`src/rtl/upcounter.sv`:
```
// rtl/upcounter.sv - N-bit synchronous up-counter; UPCOUNTER_SATURATE_EN selects hold-at-terminal instead of wrap
module upcounter #(
   parameter int unsigned N           = 4,
   parameter int unsigned RESET_VALUE = 0
) (
   input  logic         clk,
   input  logic         reset,
   output logic [N-1:0] q
);

   localparam logic [N-1:0] RESET_Q  = N'(RESET_VALUE);
   localparam logic [N-1:0] TERMINAL = '1;
   localparam logic [N-1:0] ONE      = N'(1);

   logic [N-1:0] count_q;
   logic [N-1:0] count_d;

   always_comb begin
      count_d = count_q + ONE;
`ifdef UPCOUNTER_SATURATE_EN
      if (count_q == TERMINAL) begin
         count_d = count_q;
      end
`else
      // The N-bit add drops the carry, so all-ones rolls over to zero.
      if (count_q == TERMINAL) begin
         count_d = '0;
      end
`endif
   end

   always_ff @(posedge clk) begin
      if (reset) begin
         count_q <= RESET_Q;
      end else begin
         count_q <= count_d;
      end
   end

   assign q = count_q;

endmodule

```
`config.mk`:
```
export PLATFORM = sky130hd
export DESIGN_NAME = upcounter
export DESIGN_NICKNAME = d
export VERILOG_FILES = /design/src/rtl/upcounter.sv
export SDC_FILE = /design/constraint.sdc
export NUM_CORES = 1
export LEC_CHECK = 0
export CAP_MARGIN = 30
export CORE_AREA = 2 2 39 41
export DETAILED_ROUTE_END_ITERATION = 10
export DIE_AREA = 0 0 41 43
export PLACE_DENSITY = 0.35
export SYNTH_ARGS = -nofsm -noshare
export SYNTH_HDL_FRONTEND = slang
export SYNTH_SLANG_ARGS = --single-unit
```
`constraint.sdc`:
```
create_clock -name clk -period 1.68 [get_ports clk]
set_input_delay 0.252 -clock clk [delete_from_list [all_inputs] [get_ports clk]]
set_output_delay 0.252 -clock clk [all_outputs]
set_load 0.005 [all_outputs]
```
==> results of run 1 <==
-- synth_stat cells --
master    count  area [µm²]
a21oi_1       2        10.0
nor3b_2       1        12.5
inv_1         1        3.75
o21ai_0       1        5.00
ha_1          1        12.5
xnor2_1       1        8.76
nor2_1        1        3.75
and3_4        1        11.3
nor3_2        1        10.0
nand4b_1      1        8.76
dfxtp_1       4        80.1
-- final timing paths --
path | to | startpoint
worst min-delay path | q[3] | q[3]
worst max-delay path | q[0] | q[0]
worst min register to register | q[3] | q[3]
worst max register to register | q[3] | q[0]
-- final cells by class --
cell class	instances	area, µm²	area share [%]
clock buffers	3	22.5	8.70
repair buffers	5	50.0	19.3
flip-flops and latches	4	80.1	30.9
well taps	16	20.0	7.73
multi-input cells	10	82.6	31.9
inverters	1	3.75	1.45
-- worst min-delay path: stages (launching register included) --
cell,delay (ns)
dfxtp_1,0.32
o21ai_0,0.07
a21oi_1,0.06
-- power groups by stage --
| stage | clock network (µW) | logic [µW] | registers [µW] |
|---|---|---|---|
| after floorplan | 0 | 11.3 | 110 |
| after global placement | 0 | 29.2 | 110 |
| after detailed placement | 0 | 30.0 | 111 |
| after CTS | 121 | 30.1 | 109 |
| after global routing | 124 | 33.4 | 111 |
| final | 115 | 29.6 | 109 |
-- through the flow --
| stage | area [µm²] | setup WS, ns | utilization (%) | std cells |
|---|---|---|---|---|
| 5_1_grt | 259 | 0.206 | 18.7 | 39 |
| 3_5_place_dp | 236 | 0.508 | 17.1 | 36 |
| 6_report | 259 | 0.264 | 18.7 | 39 |
| 4_1_cts | 259 | 0.251 | 18.7 | 39 |
| 2_1_floorplan | 166 | 0.711 | - | 15 |
| 3_3_place_gp | 236 | 0.513 | 17.1 | 36 |
-- layer usage --
layer / global-route usage (%) / vias up / share of wire (%)
li1: - / 71 / -
met1: 6.43 / 74 / 31
met2: 7.81 / 3 / 59
met3: 3.14 / 2 / 4.0
met4: 12.0 / 0 / 5.0
met5: 0 / - / 0
-- logic make-up (layout without fill, tap and decap cells) --
logic type      after synthesis  after routing  share of synthesized area (%)
simple gates                  5              5                           27.8
flops                         4              4                           48.1
compound gates                3              3                           9.02
fa+ha+maj                     1              1                           7.52
xor+xnor                      1              1                           5.26
buf+inv                       1              9                           2.25
==> results.yml, run 1 <==
outcome:
  outcome: "finished, final reports clean"
clocking:
  insertion_delay_ns: 0.23
  tritoncts.num_buffers: 3
  cts_sinks: 4
  post_cts_resized: 0
  post_cts_buffers: 0
  largest_buffer_count_on_any_clock_path: 2
  cts.hold.buffers_added: 0
  h-tree-depth: 1
  clock_tree_from_tritoncts: "yes"
  clock_tree_root_driver_cell: "clkbuf_4"
  worst_setup_hold_path_clk_slew_ns: 0.04
layout:
  area_growth_pct: 55.6
  final_nets: 28
  drive_above_1_share_pct: 26.1
  layout_common_cells: "clkdlybuf4s50_1, dfxtp_1, clkbuf_4"
  number_of_flip_flops_under_the_largest_register_name: 4
  filler_instances: 153
  layout.cells.most_common: "clkdlybuf4s50_1"
  antennaDiodeCount: 0
floorplanning:
  dieArea_um2: 1760
  top_level_ports: 6
  floorplan.die.height_um: 43
  std_cell_rows: 14
  chipWidth_um: 41
  floorplan.initialDensity_pct: 12.0
  coreArea_um2: 1380
route:
  drc: 0
  drtIter0Drc: 3
  viasPerCell: 3.85
  detail_route.wl_per_cell_um: 9.69
  number_of_detailed_routing_iterations_run_before_antenna_repair: 2
  final_antenna_violating_net_count: 0
  totalWireLength_um: 378
  dr_total_vias: 150
setup_path:
  timing.critical_path.max_delay_family: "buffers and inverters"
  cp.depth: 1
  setup.worst_path.start_class: "register"
  worstRegToRegCells: 4
  crit_buf_inv: 1
  critical_path_arrival_ns: 1.16
  crit_path_max_incr_delay_ns: 0.53
  crit_type: "register to primary output"
  rrSetupSlack_ns: 0.63
  crit_fanout: 5
  endpoint_kind: "primary output"
  required_ns: 1.43
  timing.critical_path.slowest_stage_cell: "clkdlybuf4s50_1"
  cp_cell_sequence: "clkdlybuf4s50_1"
power:
  power_frac_clock_pct: 45.4
  share_seq_of_total_power_pct: 42.9
  power.share.switching_pct: 20.8
  vdd_drop_max_uv: 218
  p_leak_uw: 0.0000907
  finalPower_uw: 254
  p_per_area_nw_per_um2: 982
  intPower_uw: 201
  comb_power_share_pct: 11.6
  power.switching_uw: 52.9
logic_synthesis:
  synth.yosys.seq_area_share_pct: 48.1
  yosys_register_bits: 4
  post_synth_inst_count: 15
  avg_synthesized_cell_area_um2: 11.1
  syn-cell-area_um2: 166
  yosys_warnings: 0
  syn-num-nets: 18
  post_synth_num_cell_types: 11
placed_design:
  final_wtd_congestion: 0.664
  post_dp_hpwl_um: 299
  place.port_buffers: 5
global_route:
  total_track_usage_pct: 6.93
  remaining_overflow_grt: 0
  grt_first_pass_wirelength_um: 690
  via_count_of_the_first_global_routing_pass: 166
  grt_start_max_net_pins: 6
  antenna_found_initial: 0
timing:
  fmax_mhz: 706
  slew_violations: 0
  whs_ns: 0.508
  unrepaired_setup_endpoints_after_global_routing: "false"
  worstMarginPinSlew_ns: 0.201
  final-hold-violation-count: 0
  skew_ns: 0.000302
  layout_min_cycle_time_ns: 1.42
  setup_viol: 0
  timing.max_slew.rel_slack_pct: 86.6
  fin_setup_tns_ns: 0
  fin_crit_sh_pct: 84.3
worst_hold_path:
  min_path_cells: 2
  hold_path.class: "register to register"
job:
  timing.max_cap.violations: 0
No activity file was read; power rests on OpenSTA's default activity.
==> run 2: changes to the inputs <==
--- a/config.mk
+++ b/config.mk
@@ -9,7 +9,7 @@
 export CORE_AREA = 2 2 39 41
 export DETAILED_ROUTE_END_ITERATION = 10
 export DIE_AREA = 0 0 41 43
-export PLACE_DENSITY = 0.35
+export PLACE_DENSITY = 0.36
 export SYNTH_ARGS = -nofsm -noshare
 export SYNTH_HDL_FRONTEND = slang
 export SYNTH_SLANG_ARGS = --single-unit
==> constraint.sdc (replaced) <==
create_clock -name clk -period 1.3 [get_ports clk]
set_input_delay 0.195 -clock clk [delete_from_list [all_inputs] [get_ports clk]]
set_output_delay 0.195 -clock clk [all_outputs]
set_load 0.005 [all_outputs]
==> results.yml, run 2 (synthesis gave the netlist of run 1 again) <==
outcome:
  outcome: "finished, final reports clean"
route:
  drc: 0
  totalWireLength_um: 338
  drtIter0Drc: 0
  number_of_detailed_routing_iterations_run_before_antenna_repair: 1
  detail_route.wl_per_cell_um: 8.45
  viasPerCell: 3.58
  final_antenna_violating_net_count: 0
  dr_total_vias: 143
setup_path:
  crit_path_start: "q[3]"
  timing.rr.start: "q[0]"
  crit_path_max_incr_delay_ns: 0.49
  setup.worst_path.start_class: "register"
  cp_cell_sequence: "clkdlybuf4s50_1"
  required_ns: 1.11
  timing.critical_path.max_delay_family: "buffers and inverters"
  crit_fanout: 4
  timing.critical_path.slowest_stage_cell: "clkdlybuf4s50_1"
  endpoint_kind: "primary output"
  critical_path_arrival_ns: 1.06
  crit_buf_inv: 1
  crit_type: "register to primary output"
floorplanning:
  std_cell_rows: 14
  floorplan.initialDensity_pct: 12.0
  top_level_ports: 6
  floorplan.die.height_um: 43
  chipWidth_um: 41
  coreArea_um2: 1380
  dieArea_um2: 1760
clocking:
  h-tree-depth: 1
  cts_sinks: 4
  clock_tree_from_tritoncts: "yes"
  insertion_delay_ns: 0.23
  tritoncts.num_buffers: 3
  worst_setup_hold_path_clk_slew_ns: 0.04
  largest_buffer_count_on_any_clock_path: 2
  cts.hold.buffers_added: 0
  clock_tree_root_driver_cell: "clkbuf_4"
power:
  finalPower_uw: 329
  p_per_area_nw_per_um2: 1190
  p_leak_uw: 0.000125
  vdd_drop_max_uv: 254
worst_hold_path:
  hold_path.class: "register to register"
  worstHoldStart: "q[0]"
layout:
  number_of_flip_flops_under_the_largest_register_name: 4
  final_nets: 29
  drive_above_1_share_pct: 41.7
  filler_instances: 152
  area_growth_pct: 66.9
  seq_area_um2: 86.3
  antennaDiodeCount: 0
  multi_input_comb_area_um2: 82.6
  layout_common_cells: "clkbuf_4, clkdlybuf4s50_1, a21oi_1, dlymetal6s2s_1, dfxtp_2"
placed_design:
  place.port_buffers: 5
  final_wtd_congestion: 0.683
global_route:
  antenna_found_initial: 0
  remaining_overflow_grt: 0
  via_count_of_the_first_global_routing_pass: 178
  total_track_usage_pct: 5.92
  grt_start_max_net_pins: 6
  grt_first_pass_wirelength_um: 648
timing:
  final-hold-violation-count: 0
  slew_violations: 0
  timing.max_slew.rel_slack_pct: 86.9
  fmax_mhz: 797
  setup_viol: 0
  layout_min_cycle_time_ns: 1.25
  skew_ns: 0.00355
  worstMarginPinSlew_ns: 0.196
  fin_crit_sh_pct: 96.5
  fin_setup_tns_ns: 0
  unrepaired_setup_endpoints_after_global_routing: "false"
job:
  timing.max_cap.violations: 0
run 2: changes by cell type in the layout (fill, tap and decap cells not counted), sizes merged:
cell,previous run,this run
clkdlybuf4s50,5,3
dlymetal6s2s,0,2
buf,0,1
run 2: final cells by class:
type,count,area share [%]
Multi-Input combinational cell,10,29.7
Timing Repair Buffer,6,22.5
Inverter,1,1.35
Clock buffer,3,8.11
Tap cell,16,7.21
Sequential cell,4,31.1
run 2: path summary, 6_finish.rpt:
check | to | slack, ns | cells past startpoint
max reg2reg | q[3] | 0.26 | 4
min reg2reg | q[0] | 0.44 | 1
min | q[0] | 0.44 | 1
max | q[3] | 0.05 | 1
run 2: per-layer routing:
metal  track usage, %  part of all wire (%)  up-vias
met5                0                     0        -
li1                 -                     -       72
met3             3.14                   2.1        0
met2             8.13                    64        1
met1             5.79                    33       70
met4             6.00                     0        0
run 2: what timing repair did:
| action | in CTS | in global routing |
|---|---|---|
| setup endpoints to repair | 3 | 2 |
| resized for setup | 4 | 2 |
| pin swaps | 0 | 0 |
| buffers inserted | 0 | 0 |
run 2: power breakdown:
part	switching, µW	total, µW	internal (µW)
logic	14.4	41.0	26.6
clock network	45.7	149	103
registers	7.68	140	132
run 2: stage by stage:
step           utilization, %  hold WS, ns  worst slack, ns  area (µm²)  std cells
4_1_cts                  19.7        0.443          0.00750         273         40
3_5_place_dp             17.6        0.516            0.173         244         37
5_1_grt                  20.1        0.449           0.0100         278         40
2_1_floorplan               -        0.264            0.331         166         15
3_3_place_gp             17.6        0.492            0.199         244         37
6_report                 20.1        0.439           0.0457         278         40
